`src/rtl/wb_pkg.sv`:
```
// Shared types for the register-file writeback controller: entry layout and age compare.
package wb_pkg;
  localparam int unsigned WB_AW = 5;
  localparam int unsigned WB_DW = 32;
  // Storage width for sequence stamps; the live width is set per instance from DEPTH.
  localparam int unsigned SEQ_W = 8;

  typedef struct packed {
    logic [WB_AW-1:0] addr;
    logic [WB_DW-1:0] data;
    logic [SEQ_W-1:0] seq;
  } wb_entry_t;

  // A is older than B when (A - B) modulo 2^sw has its MSB set.
  function automatic logic seq_older(input logic [SEQ_W-1:0] a,
                                     input logic [SEQ_W-1:0] b,
                                     input int unsigned sw);
    logic [SEQ_W-1:0] d;
    d = a - b;
    return |(d & (SEQ_W'(1) << (sw - 1)));
  endfunction
endpackage

```
`src/rtl/wb_fifo.sv`:
```
// Single-channel entry FIFO; head is presented combinationally from the read pointer.
module wb_fifo
  import wb_pkg::*;
#(
  parameter int unsigned DEPTH = 4
) (
  input  logic      clk,
  input  logic      rst,
  input  logic      push_i,
  input  logic      pop_i,
  input  wb_entry_t din_i,
  output logic      full_o,
  output logic      empty_o,
  output wb_entry_t head_o
);
  localparam int unsigned PW = $clog2(DEPTH);

  wb_entry_t     mem_q [DEPTH];
  logic [PW:0]   wr_q;
  logic [PW:0]   rd_q;

  assign full_o  = (wr_q[PW] != rd_q[PW]) && (wr_q[PW-1:0] == rd_q[PW-1:0]);
  assign empty_o = (wr_q == rd_q);
  assign head_o  = mem_q[rd_q[PW-1:0]];

  always_ff @(posedge clk or posedge rst) begin
    if (rst) begin
      wr_q <= '0;
      rd_q <= '0;
    end else begin
      if (push_i && !full_o) wr_q <= wr_q + 1'b1;
      if (pop_i && !empty_o) rd_q <= rd_q + 1'b1;
    end
  end

  always_ff @(posedge clk) begin
    if (push_i && !full_o) mem_q[wr_q[PW-1:0]] <= din_i;
  end
endmodule

```
`src/rtl/rf_writeback_ctrl.sv`:
```
// Dual-port register-file writeback: ALU FIFO feeds port 1, load FIFO feeds port 2.
// Optional statistics counters are built when WB_STATS_EN is defined.
module rf_writeback_ctrl
  import wb_pkg::*;
#(
  parameter int unsigned DEPTH = 4,
  parameter int unsigned AW    = WB_AW,
  parameter int unsigned DW    = WB_DW
) (
  input  logic          clk,
  input  logic          rst,
  input  logic          alu_valid,
  output logic          alu_ready,
  input  logic [AW-1:0] alu_addr,
  input  logic [DW-1:0] alu_data,
  input  logic          ld_valid,
  output logic          ld_ready,
  input  logic [AW-1:0] ld_addr,
  input  logic [DW-1:0] ld_data,
  output logic          we,
  output logic [AW-1:0] waddr,
  output logic [DW-1:0] wdata,
  output logic          we2,
  output logic [AW-1:0] waddr2,
  output logic [DW-1:0] wdata2,
  output logic          busy,
  output logic [31:0]   stat_wr,
  output logic [31:0]   stat_conf
);
  localparam int unsigned SW = $clog2(2 * DEPTH) + 1;

  wb_entry_t     alu_in, ld_in, alu_head, ld_head;
  logic          alu_full, alu_empty, ld_full, ld_empty;
  logic          alu_push, ld_push, alu_pop, ld_pop;
  logic          conflict, alu_older;
  logic [SW-1:0] seq_q, seq_d;

  assign alu_ready = !alu_full;
  assign ld_ready  = !ld_full;
  assign alu_push  = alu_valid && !alu_full;
  assign ld_push   = ld_valid && !ld_full;
  assign busy      = !alu_empty || !ld_empty;

  // Same-cycle enqueue: ALU takes seq, load takes seq+1, so the ALU entry is older.
  always_comb begin
    alu_in = '{addr: alu_addr, data: alu_data, seq: SEQ_W'(seq_q)};
    ld_in  = '{addr: ld_addr, data: ld_data, seq: SEQ_W'(seq_q + SW'(alu_push))};
    seq_d  = seq_q + SW'(alu_push) + SW'(ld_push);
  end

  always_ff @(posedge clk or posedge rst) begin
    if (rst) seq_q <= '0;
    else     seq_q <= seq_d;
  end

  wb_fifo #(.DEPTH(DEPTH)) u_alu_fifo (
    .clk(clk), .rst(rst), .push_i(alu_push), .pop_i(alu_pop), .din_i(alu_in),
    .full_o(alu_full), .empty_o(alu_empty), .head_o(alu_head)
  );

  wb_fifo #(.DEPTH(DEPTH)) u_ld_fifo (
    .clk(clk), .rst(rst), .push_i(ld_push), .pop_i(ld_pop), .din_i(ld_in),
    .full_o(ld_full), .empty_o(ld_empty), .head_o(ld_head)
  );

  always_comb begin
    conflict  = !alu_empty && !ld_empty && (alu_head.addr == ld_head.addr);
    alu_older = seq_older(alu_head.seq, ld_head.seq, SW);
    alu_pop   = !alu_empty && (!conflict || alu_older);
    ld_pop    = !ld_empty && (!conflict || !alu_older);
    we        = alu_pop;
    waddr     = alu_pop ? alu_head.addr : '0;
    wdata     = alu_pop ? alu_head.data : '0;
    we2       = ld_pop;
    waddr2    = ld_pop ? ld_head.addr : '0;
    wdata2    = ld_pop ? ld_head.data : '0;
  end

`ifdef WB_STATS_EN
  logic [31:0] stat_wr_q, stat_conf_q;

  always_ff @(posedge clk or posedge rst) begin
    if (rst) begin
      stat_wr_q   <= '0;
      stat_conf_q <= '0;
    end else begin
      stat_wr_q   <= stat_wr_q + 32'(alu_pop) + 32'(ld_pop);
      stat_conf_q <= stat_conf_q + 32'(conflict);
    end
  end

  assign stat_wr   = stat_wr_q;
  assign stat_conf = stat_conf_q;
`else
  assign stat_wr   = '0;
  assign stat_conf = '0;
`endif
endmodule
```
`config.mk`:
```
export PLATFORM = sky130hd
export DESIGN_NAME = rf_writeback_ctrl
export DESIGN_NICKNAME = d
export VERILOG_FILES = /design/src/rtl/wb_pkg.sv /design/src/rtl/wb_fifo.sv /design/src/rtl/rf_writeback_ctrl.sv
export SDC_FILE = /design/constraint.sdc
export NUM_CORES = 1
export LEC_CHECK = 0
export ABC_AREA = 1
export CORE_AREA = 2 2 195 197
export CTS_BUF_LIST = sky130_fd_sc_hd__clkbuf_4 sky130_fd_sc_hd__clkbuf_8
export DETAILED_ROUTE_END_ITERATION = 10
export DIE_AREA = 0 0 197 199
export DONT_BUFFER_PORTS = 1
export GPL_TIMING_DRIVEN = 0
export PLACE_DENSITY = 0.53
export SETUP_SLACK_MARGIN = 0.15
export SYNTH_ARGS = -nofsm -noshare
export SYNTH_HDL_FRONTEND = slang
export SYNTH_SLANG_ARGS = --single-unit
```
`constraint.sdc`:
```
create_clock -name clk -period 3.25 [get_ports clk]
set_clock_uncertainty 0.15 [all_clocks]
set_input_delay 0.65 -clock clk [delete_from_list [all_inputs] [get_ports clk]]
set_output_delay 0.65 -clock clk [all_outputs]
set_load 0.02 [all_outputs]
```
==> results_dict.tcl, run 1 <==
set metrics [dict create \
    status "finished with violations" \
    violations "setup timing" \
    synthesis.instances 1254 \
    buffer_ports.inserted 0 \
    max_cap_violations 0 \
    pleak_nw 7.457 \
    worst_slack_ps -924.6 \
    yosysWarningCount 0 \
    worst_ep_arrival_time_ps 3370 \
    setup.worst_path.start_class "flop" \
    cts_num_sinks 344 \
    cp-endpoint "wdata[26]" \
    drtIter0Drc 513 \
    placementRows 71 \
    placed_cells_incl_taps 1800 \
    global_route.overflow_total 0 \
    avgSynthCellArea_um2 11.66 \
    clock_tree_from_tritoncts "yes" \
    maxSlewViolCount 0 \
    critical_path_class "reg -> out" \
    floorplan.initialDensity 0.3939 \
    clock_tree.root_cell "sky130_fd_sc_hd__clkbuf_8" \
    timing.critical_path.slowest_cell_delay_ps 390 \
    crit-reg2reg-capture "u_alu_fifo.rd_q[0]" \
    core_area_um2 37130 \
    finalPower_w 0.02083 \
    timing.final.crit_share 1.285 \
    insertion_delay_ps 640 \
    wl_per_cell_um 18.31 \
    worst_slew_margin_rel 0.5064 \
    finish.cell_count_without_fillers 2021 \
    timing.reg2reg.worst_path_depth 20 \
    dpl.hpwl_um 22780 \
    postRouteAntennaNets 0 \
    worst_slew_pin_slew_ps 739.6 \
    area_growth_syn_to_layout_pct 31.61 \
    ctsLongestPathBuffers 3 \
    register_area_um2 10250 \
    per_cell_via_count_in_the_routed_design 4.833 \
    grt_util_all_layers 0.1871 \
    final_util 0.5184 \
    regToRegSetupSlack_ps 270 \
    antenna_found_initial 0 \
    timing.critical_path.cells "buf_6 > inv_4 > buf_8 > clkbuf_16 > clkbuf_16 > nand2_2 > a32o_2 > ha_4 > nand2_4 > o21bai_4 > nand3_2 > nand2_1 > nand2_2 > nand2_4 > buf_12 > buf_12 > buf_16 > nor2_4" \
    worst_setup_path_startpoint "u_ld_fifo.rd_q[0]" \
    synth.yosys.seq_area_share 0.7007 \
    mappedNetlistArea_um2 14630 \
    drt_pass1_iterations 6 \
    postRouteWirelength_um 37000 \
    fin_nets 1599 \
    critical_path.max_fanout 5 \
    peakVddDrop_mv 0.5107 \
    final_common_cell "sky130_fd_sc_hd__edfxtp_1" \
    fillCellCount 3215 \
    wire_length_of_the_first_global_routing_pass_um 54960 \
    pin_count_of_the_biggest_net_entering_global_routing 29 \
    final-hold-violation-count 0 \
    num_io_pins 221 \
    tritoncts.num_buffers 57 \
    setup-violations-final 76 \
    drt_drc_violations_left 0 \
    via_count_of_the_first_global_routing_pass 9461 \
    post-route-min-period_ps 4175 \
    layout-drive-gt1-share 0.2301 \
    dieArea_um2 39200 \
    finalWeightedCongestion 0.7300 \
    r2r_start "u_ld_fifo.rd_q[0]" \
    multi_input_comb_area_um2 4170 \
    antenna_cells 0 \
    cts.clk_slew.worst_paths_ps 60 \
    floorplan.die.height_um 199 \
    ctsHtreeMaxLevel 2 \
    timing.critical_path.required_ps 2450 \
    post_synth_num_cell_types 26 \
    synth_seq_cells 344 \
    layout_common_cells "328 x sky130_fd_sc_hd__edfxtp_1, 163 x sky130_fd_sc_hd__nand2_1, 136 x sky130_fd_sc_hd__nor2_1, 134 x sky130_fd_sc_hd__o21ai_0, 103 x sky130_fd_sc_hd__inv_1" \
    worst_hold_path_type "in -> reg" \
    critPathCaptureType "output port" \
    vias 9767 \
    crit_path_slowest_cell "sky130_fd_sc_hd__dfrtp_1" \
    achievable-frequency_mhz 239.5 \
    power_density_nw_per_um2 1082 \
    die_w_um 197 \
    setup_repair_after_global_routing_missed_its_margin "yes" \
]
[power by group]
group | switching (W) | internal (W) | total [W]
combinational | 0.00685 | 0.00386 | 0.0107
sequential | 0.000290 | 0.00604 | 0.00633
clock | 0.00170 | 0.00209 | 0.00378
[stage by stage]
| stage | setup TNS, ps | setup WS, ps | area (um^2) | hold slack [ps] |
|---|---|---|---|---|
| floorplan | -73080 | -298.4 | 15480 | 312.7 |
| global placement | -707590 | -2219 | 16080 | 326.5 |
| detailed placement | -76300 | -1104 | 16330 | 328.2 |
| CTS | -63420 | -938.7 | 19090 | 276.2 |
| global route | -71310 | -1056 | 19250 | 289.9 |
| finish | -61950 | -924.6 | 19250 | 296.8 |
[cell families (layout without fill, tap and decap cells)]
group,after synthesis,after routing,share of synthesized area
buffers and inverters,238,466,0.08280
flip-flops,344,344,0.7007
other,1,64,0.0002564
AND/OR/NAND/NOR,434,436,0.1174
adder cells (fa/ha/maj),16,16,0.01420
AO/OA/AOI/OAI,211,211,0.07869
XOR/XNOR,10,10,0.005987
[routing by layer]
layer	track usage	up-vias	part of all wire	wire length [um]
li1	-	4703	-	-
met1	0.2503	4714	0.44	16250
met2	0.3057	295	0.48	17700
met3	0.04561	55	0.065	2390
met4	0.05068	0	0.018	656
met5	0	-	0	0
[flip-flops by register name, indices dropped and copies added, names as in the netlist]
signal and count:
u_ld_fifo.wr_q 3, u_alu_fifo.mem_q 164, u_alu_fifo.wr_q 3, u_alu_fifo.rd_q 3
u_ld_fifo.mem_q 164, seq_q 4, u_ld_fifo.rd_q 3
[layout make-up]
cell class	count	share of cell area
sequential	344	0.5325
multi-input combinational	737	0.2166
timing repair buffer	127	0.07871
buffer	128	0.06064
clock buffer	79	0.05063
tap	474	0.03081
inverter	110	0.02210
clock inverter	22	0.007994
[synthesized netlist by cell type (all sizes together)]
master / instances / share of area
a32o: 2 / 0.0014
buf: 89 / 0.045
nor3: 1 / 0.0011
o21bai: 1 / 0.00051
nand2: 174 / 0.045
o21ai: 138 / 0.047
inv: 110 / 0.028
a21oi: 4 / 0.0014
fa: 1 / 0.0014
nand4: 2 / 0.00086
nor2: 218 / 0.056
edfxtp: 328 / 0.67
dfrtp: 16 / 0.027
clkbuf: 39 / 0.010
nand3: 38 / 0.014
or2: 1 / 0.00043
ha: 15 / 0.013
o22ai: 66 / 0.028
conb: 1 / 0.00026
xor2: 10 / 0.0060
[worst min-delay path by stage]
stage                       startpoint                 end  slack [ps]  depth (start not counted)
detailed placement  u_alu_fifo.wr_q[2]  u_alu_fifo.wr_q[2]         330                          1
global placement    u_alu_fifo.wr_q[2]  u_alu_fifo.wr_q[2]         330                          1
global route                 alu_valid  u_alu_fifo.wr_q[0]         290                          2
CTS                           ld_valid   u_ld_fifo.wr_q[0]         280                          2
floorplan            u_ld_fifo.wr_q[2]   u_ld_fifo.wr_q[2]         310                          1
finish                       alu_valid  u_alu_fifo.wr_q[0]         300                          2
[worst max-delay path: cells and delay by family, from the launching register on]
family                   cells  cell delay, ps
buffers and inverters        8             960
AND/OR/NAND/NOR              7             620
AO/OA/AOI/OAI                2             450
flip-flops                   1             390
adder cells (fa/ha/maj)      1             300
[repair_timing]
action,in CTS,in global routing
setup endpoints to repair,102,183
cloned,7,0
hold buffers,75,0
pin swaps,29,22
hold endpoints to repair,312,0
resized for setup,101,11
buffers inserted,27,11
No activity file was read; power rests on OpenSTA's default activity.
==> inputs of run 2 (changes only) <==
--- a/config.mk
+++ b/config.mk
@@ -6,6 +6,7 @@
 export NUM_CORES = 1
 export LEC_CHECK = 0
 export ABC_AREA = 1
+export CAP_MARGIN = 10
 export CORE_AREA = 2 2 195 197
 export CTS_BUF_LIST = sky130_fd_sc_hd__clkbuf_4 sky130_fd_sc_hd__clkbuf_8
 export DETAILED_ROUTE_END_ITERATION = 10
@@ -13,6 +14,7 @@
 export DONT_BUFFER_PORTS = 1
 export GPL_TIMING_DRIVEN = 0
 export PLACE_DENSITY = 0.53
+export REMOVE_ABC_BUFFERS = 1
 export SETUP_SLACK_MARGIN = 0.15
 export SYNTH_ARGS = -nofsm -noshare
 export SYNTH_HDL_FRONTEND = slang
==> run 2 against run 1 <==
  * The flow still finishes with violations (setup timing)
  * Total power grew 0.36%
  * Clock power shrank 1%
  * Sequential cell count is the same
  * Final cell count shrank 4.4%
  * Maximum frequency grew 11%
  * Clock-buffer cell count shrank 1
  * Sequential power grew 0.6%
  * Sequential share of layout area grew 1.5 points
  * Global-route usage grew 0.59 points
  * Via count shrank 1.2%
  * Die area is the same
  * Routed wire length grew 3.8%
  * Largest power group unchanged
==> results_dict.tcl, run 2 (synthesis gave the netlist of run 1 again) <==
set metrics [dict create \
    status "finished with violations" \
    violations "setup timing" \
    finalWeightedCongestion 0.7180 \
    dr_wl_met3_um 2086 \
    clock_tree.root_cell "sky130_fd_sc_hd__clkbuf_8" \
    fillCellCount 3189 \
    final_common_cell "sky130_fd_sc_hd__edfxtp_1" \
    route.top_layer_used "met4" \
    cts.clk_slew.worst_paths_ps 60 \
    wire_length_of_the_first_global_routing_pass_um 55880 \
    global_route.overflow_total 0 \
    maxSlewViolCount 0 \
    area_growth_syn_to_layout_pct 28.12 \
    critPathCaptureType "output port" \
    fin_nets 1512 \
    max_cap_violations 0 \
    per_cell_via_count_in_the_routed_design 4.995 \
    dieArea_um2 39200 \
    met1Wirelength_um 16760 \
    core_area_um2 37130 \
    placed_cells_incl_taps 1674 \
    final_util 0.5047 \
    ctsHtreeMaxLevel 2 \
    critical_path_class "reg -> out" \
    whs_ps 200.0 \
    worst_slack_ps -509.8 \
    postRouteWirelength_um 38400 \
    setup.worst_path.start_class "flop" \
    final-hold-violation-count 0 \
    ctsLongestPathBuffers 3 \
    antenna_cells 0 \
    layout_common_cells "328 x sky130_fd_sc_hd__edfxtp_1, 152 x sky130_fd_sc_hd__nand2_1, 136 x sky130_fd_sc_hd__nor2_1, 135 x sky130_fd_sc_hd__o21ai_0, 104 x sky130_fd_sc_hd__inv_1" \
    crit_path_slowest_cell "sky130_fd_sc_hd__dfrtp_4" \
    dpl_worst_slack_ps -1777 \
    multi_input_comb_area_um2 4517 \
    placementRows 71 \
    worst_ep_arrival_time_ps 2960 \
    drt_drc_violations_left 0 \
    critical_path.max_fanout 11 \
    worst_hold_path_type "in -> reg" \
    via_count_of_the_first_global_routing_pass 9253 \
    tritoncts.num_buffers 57 \
    peakVddDrop_mv 0.5607 \
    worst_slew_margin_rel 0.5110 \
    vias 9651 \
    timing.critical_path.slowest_cell_delay_ps 500 \
    worst_slew_pin_slew_ps 732.7 \
    timing.critical_path.cells "buf_12 > inv_16 > nor2_1 > o22ai_2 > ha_4 > nand2_2 > o21bai_4 > nand2_2 > nand2_2 > nand2_4 > nand2_8 > nand2_8 > nor2_4" \
    post-route-min-period_ps 3760 \
    wp_buf_inv 2 \
    antenna_found_initial 0 \
    finish.cell_count_without_fillers 1932 \
    insertion_delay_ps 630 \
    register_area_um2 10260 \
    cp_top_family "simple AND/OR/NAND/NOR gates" \
    floorplan.initialDensity 0.3939 \
    pin_count_of_the_biggest_net_entering_global_routing 45 \
    cts_num_sinks 344 \
    pleak_nw 7.092 \
    power_density_nw_per_um2 1115 \
    timing.final.crit_share 1.157 \
    num_io_pins 221 \
    drtIter0Drc 573 \
    dpl.hpwl_um 17360 \
    setup-violations-final 76 \
    grt_util_all_layers 0.1930 \
    floorplan.die.height_um 199 \
    wl_per_cell_um 19.87 \
    timing.critical_path.required_ps 2450 \
    setup_repair_after_global_routing_missed_its_margin "yes" \
    achievable-frequency_mhz 266.0 \
    postRouteAntennaNets 0 \
    buffer_ports.inserted 0 \
    layout-drive-gt1-share 0.2167 \
    die_w_um 197 \
    drt_pass1_iterations 5 \
    most_prevalent_standard_cell_on_the_critical_path "sky130_fd_sc_hd__nand2_2" \
    clock_tree_from_tritoncts "yes" \
    wl_met2_um 18960 \
]
run 2: power breakdown:
group,internal (W),switching (W)
clock network,0.00205,0.00169
registers,0.00605,0.000323
logic,0.00354,0.00725
total,0.0116,0.00927
run 2: worst paths after layout:
check,start,endpoint,slack [ps],cells past startpoint
setup / recovery,u_alu_fifo.rd_q[0],waddr2[0],-510,13
hold / removal,alu_valid,u_alu_fifo.wr_q[0],200,2
setup reg to reg,u_alu_fifo.rd_q[1],u_ld_fifo.mem_q[3][2],340,10
hold reg to reg,u_alu_fifo.wr_q[2],u_alu_fifo.wr_q[2],340,1
max in group asynchronous,rst,u_alu_fifo.rd_q[0],1960,2
min in group asynchronous,rst,u_alu_fifo.rd_q[2],440,2
run 2: final cells by class:
type	instances	share of cell area
Clock inverter	21	0.009013
Timing Repair inverter	10	0.004674
Timing Repair Buffer	142	0.08966
Sequential cell	344	0.5476
Multi-Input combinational cell	753	0.2410
Inverter	110	0.02577
Clock buffer	78	0.05061
Tap cell	474	0.03165
run 2: timing repair:
item                                   CTS  global route
setup endpoints to repair              439           100
buffers inserted                        49             4
endpoints found under the hold margin  312             0
hold buffers                            75             0
gates resized for setup                227            21
pin swaps                               41            19
gates cloned                            29             2
run 2: through the flow:
step | TNS [ps] | cell area [um^2] | power, W
2_1_floorplan | -849820 | 14070 | 0.01149
3_3_place_gp | -2298950 | 14660 | 0.01328
3_5_place_dp | -406400 | 14970 | 0.01346
4_1_cts | -35910 | 18590 | 0.02071
5_1_grt | -43030 | 18740 | 0.02206
6_report | -33280 | 18740 | 0.02090
run 2: per-layer routing:
layer,up-vias,GRT usage
met5,-,0
met4,0,0.05681
met3,41,0.03696
met2,270,0.3210
met1,4794,0.2582
li1,4546,-
==> inputs of run 3 (changes only) <==
--- a/config.mk
+++ b/config.mk
@@ -8,12 +8,11 @@
 export ABC_AREA = 1
 export CAP_MARGIN = 10
 export CORE_AREA = 2 2 195 197
-export CTS_BUF_LIST = sky130_fd_sc_hd__clkbuf_4 sky130_fd_sc_hd__clkbuf_8
+export CTS_BUF_LIST = sky130_fd_sc_hd__clkbuf_8
 export DETAILED_ROUTE_END_ITERATION = 10
 export DIE_AREA = 0 0 197 199
 export DONT_BUFFER_PORTS = 1
 export GPL_TIMING_DRIVEN = 0
-export PLACE_DENSITY = 0.53
 export REMOVE_ABC_BUFFERS = 1
 export SETUP_SLACK_MARGIN = 0.15
 export SYNTH_ARGS = -nofsm -noshare
==> run 3 against run 2 <==
  * Via count increased by 0.83%
  * Critical endpoint is now wdata[23]
  * The flow still finishes with violations (setup timing)
  * Total power about the same
  * Non-clock buffer count rose by 12
  * Clock-buffer cell count shrank 21
==> results_dict.tcl, run 3 (synthesis gave the netlist of run 1 again) <==
set metrics [dict create \
    timing.critical_path.required_ps 2450 \
    wire_length_of_the_first_global_routing_pass_um 56130 \
    antenna_found_initial 2 \
    vias 9731 \
    regToRegSetupSlack_ps 300 \
    worst_ep_arrival_time_ps 2920 \
    insertion_delay_ps 640 \
    pleak_nw 7.181 \
    postRouteWirelength_um 38000 \
    num_io_pins 221 \
    timing.final.crit_share 1.143 \
    timing.reg2reg.worst_path_depth 11 \
    hp_start "alu_valid" \
    antenna_cells 0 \
    finalWeightedCongestion 0.7303 \
    fillCellCount 3128 \
    via_count_of_the_first_global_routing_pass 9702 \
    tritoncts.num_buffers 56 \
    drt_pass1_iterations 5 \
    worst_hold_path_type "in -> reg" \
    ctsLongestPathBuffers 3 \
    power_density_nw_per_um2 1105 \
    postRouteAntennaNets 0 \
    whs_ps 121.8 \
    drt_drc_violations_left 0 \
    pin_count_of_the_biggest_net_entering_global_routing 45 \
    violations "setup timing" \
    fin_nets 1519 \
    layout_common_cells "328 x sky130_fd_sc_hd__edfxtp_1, 148 x sky130_fd_sc_hd__nand2_1, 135 x sky130_fd_sc_hd__nor2_1, 133 x sky130_fd_sc_hd__o21ai_0, 117 x sky130_fd_sc_hd__inv_1" \
    critical_path.max_fanout 6 \
    max_cap_violations 0 \
    hold_critical_path_endpoint "u_alu_fifo.wr_q[0]" \
    critical_path_class "reg -> out" \
    ctsHtreeMaxLevel 2 \
    dpl.hpwl_um 17750 \
    layout-drive-gt1-share 0.2125 \
    maxSlewViolCount 0 \
    area_growth_syn_to_layout_pct 29.24 \
    post-route-min-period_ps 3715 \
    setup_repair_after_global_routing_missed_its_margin "yes" \
    final-hold-violation-count 0 \
    placementRows 71 \
    die_w_um 197 \
    cts_num_sinks 344 \
    dieArea_um2 39200 \
    critPathCaptureType "output port" \
    wl_per_cell_um 19.57 \
    worst_hold_path.num_cells 3 \
    achievable-frequency_mhz 269.2 \
    worst_slew_pin_slew_ps 772.9 \
    setup.worst_path.start_class "flop" \
    core_area_um2 37130 \
    buffer_ports.inserted 0 \
    drtIter0Drc 579 \
    r2r_start "u_ld_fifo.rd_q[1]" \
    per_cell_via_count_in_the_routed_design 5.011 \
    peakVddDrop_mv 0.6936 \
    floorplan.initialDensity 0.3939 \
    cts.clk_slew.worst_paths_ps 60 \
    worst_slew_margin_rel 0.4842 \
    worst_slack_ps -465.2 \
    clock_tree_from_tritoncts "yes" \
    final_util 0.5091 \
    setup_tns_ps -30650 \
    clock_tree.root_cell "sky130_fd_sc_hd__clkbuf_8" \
    final_common_cell "sky130_fd_sc_hd__edfxtp_1" \
    setup-violations-final 76 \
    global_route.overflow_total 0 \
    status "finished with violations" \
    floorplan.die.height_um 199 \
    grt_util_all_layers 0.1914 \
    crit-reg2reg-capture "seq_q[2]" \
]
run 3: changes by cell type in the layout (fill, tap and decap cells not counted), moves of 4 or more:
cell	change
sky130_fd_sc_hd__clkinv_1	+9
sky130_fd_sc_hd__clkbuf_4	-20
sky130_fd_sc_hd__buf_4	+5
sky130_fd_sc_hd__buf_16	+6
sky130_fd_sc_hd__nand2_1	-4
sky130_fd_sc_hd__nand2_2	+4
sky130_fd_sc_hd__inv_1	+13
run 3: repair_timing:
item,4_1_cts,5_1_grt
pin swaps,42,35
hold buffers,75,0
resized for setup,247,12
hold endpoints to repair,312,0
setup endpoints to repair,439,100
setup buffers,45,15
cloned,26,3
run 3: critical path, cell delays in order (launching register included):
cell                       delay [ps]
sky130_fd_sc_hd__dfrtp_4          500
sky130_fd_sc_hd__buf_16           150
sky130_fd_sc_hd__inv_16            60
sky130_fd_sc_hd__a21oi_2           30
sky130_fd_sc_hd__a32o_2           230
sky130_fd_sc_hd__ha_4             250
sky130_fd_sc_hd__nand2_2           70
sky130_fd_sc_hd__o21bai_4         140
sky130_fd_sc_hd__nand2_2           90
sky130_fd_sc_hd__nand2_2          100
sky130_fd_sc_hd__nand2_4           80
sky130_fd_sc_hd__nand2_8          190
sky130_fd_sc_hd__nand2_4          190
sky130_fd_sc_hd__nor2_4           190
run 3: worst max path at each step:
stage,startpoint,end,slack [ps],cells past startpoint
floorplan,u_ld_fifo.rd_q[0],u_ld_fifo.mem_q[3][0],-2180,6
global route,u_ld_fifo.rd_q[0],wdata[23],-580,12
finish,u_ld_fifo.rd_q[1],wdata[23],-470,13
global placement,u_ld_fifo.rd_q[0],u_ld_fifo.mem_q[3][10],-5810,6
CTS,u_ld_fifo.rd_q[1],we2,-480,13
detailed placement,u_alu_fifo.rd_q[0],waddr[2],-1810,11
run 3: per-layer routing:
layer	GRT usage	routed length, um
met1	0.2394	16000
met4	0.06572	836
met3	0.04544	2268
met2	0.3267	18870
met5	0	31
run 3: cell type report:
class / instances / area, um^2 / share of cell area
Sequential cell: 344 / 10260 / 0.5430
Multi-Input combinational cell: 750 / 4519 / 0.2390
Timing Repair Buffer: 154 / 1938 / 0.1025
Clock buffer: 57 / 784.5 / 0.04150
Tap cell: 474 / 593.1 / 0.03137
Inverter: 110 / 478.0 / 0.02528
Clock inverter: 44 / 249.0 / 0.01317
Timing Repair inverter: 9 / 78.83 / 0.004169
run 3: stage by stage:
step           cells  setup slack, ps  total power, W  cell area [um^2]
6_report        1942           -465.2         0.02089             18910
4_1_cts         1924           -476.6         0.02073             18680
5_1_grt         1942           -581.5         0.02207             18910
3_3_place_gp    1663            -5815         0.01325             14660
2_1_floorplan   1189            -2181         0.01149             14070
3_5_place_dp    1677            -1813         0.01357             15060
run 3: where the power goes:
group	switching (W)	internal, W	total [W]
registers	0.000350	0.00605	0.00640
clock network	0.00174	0.00180	0.00354
logic	0.00724	0.00372	0.0110
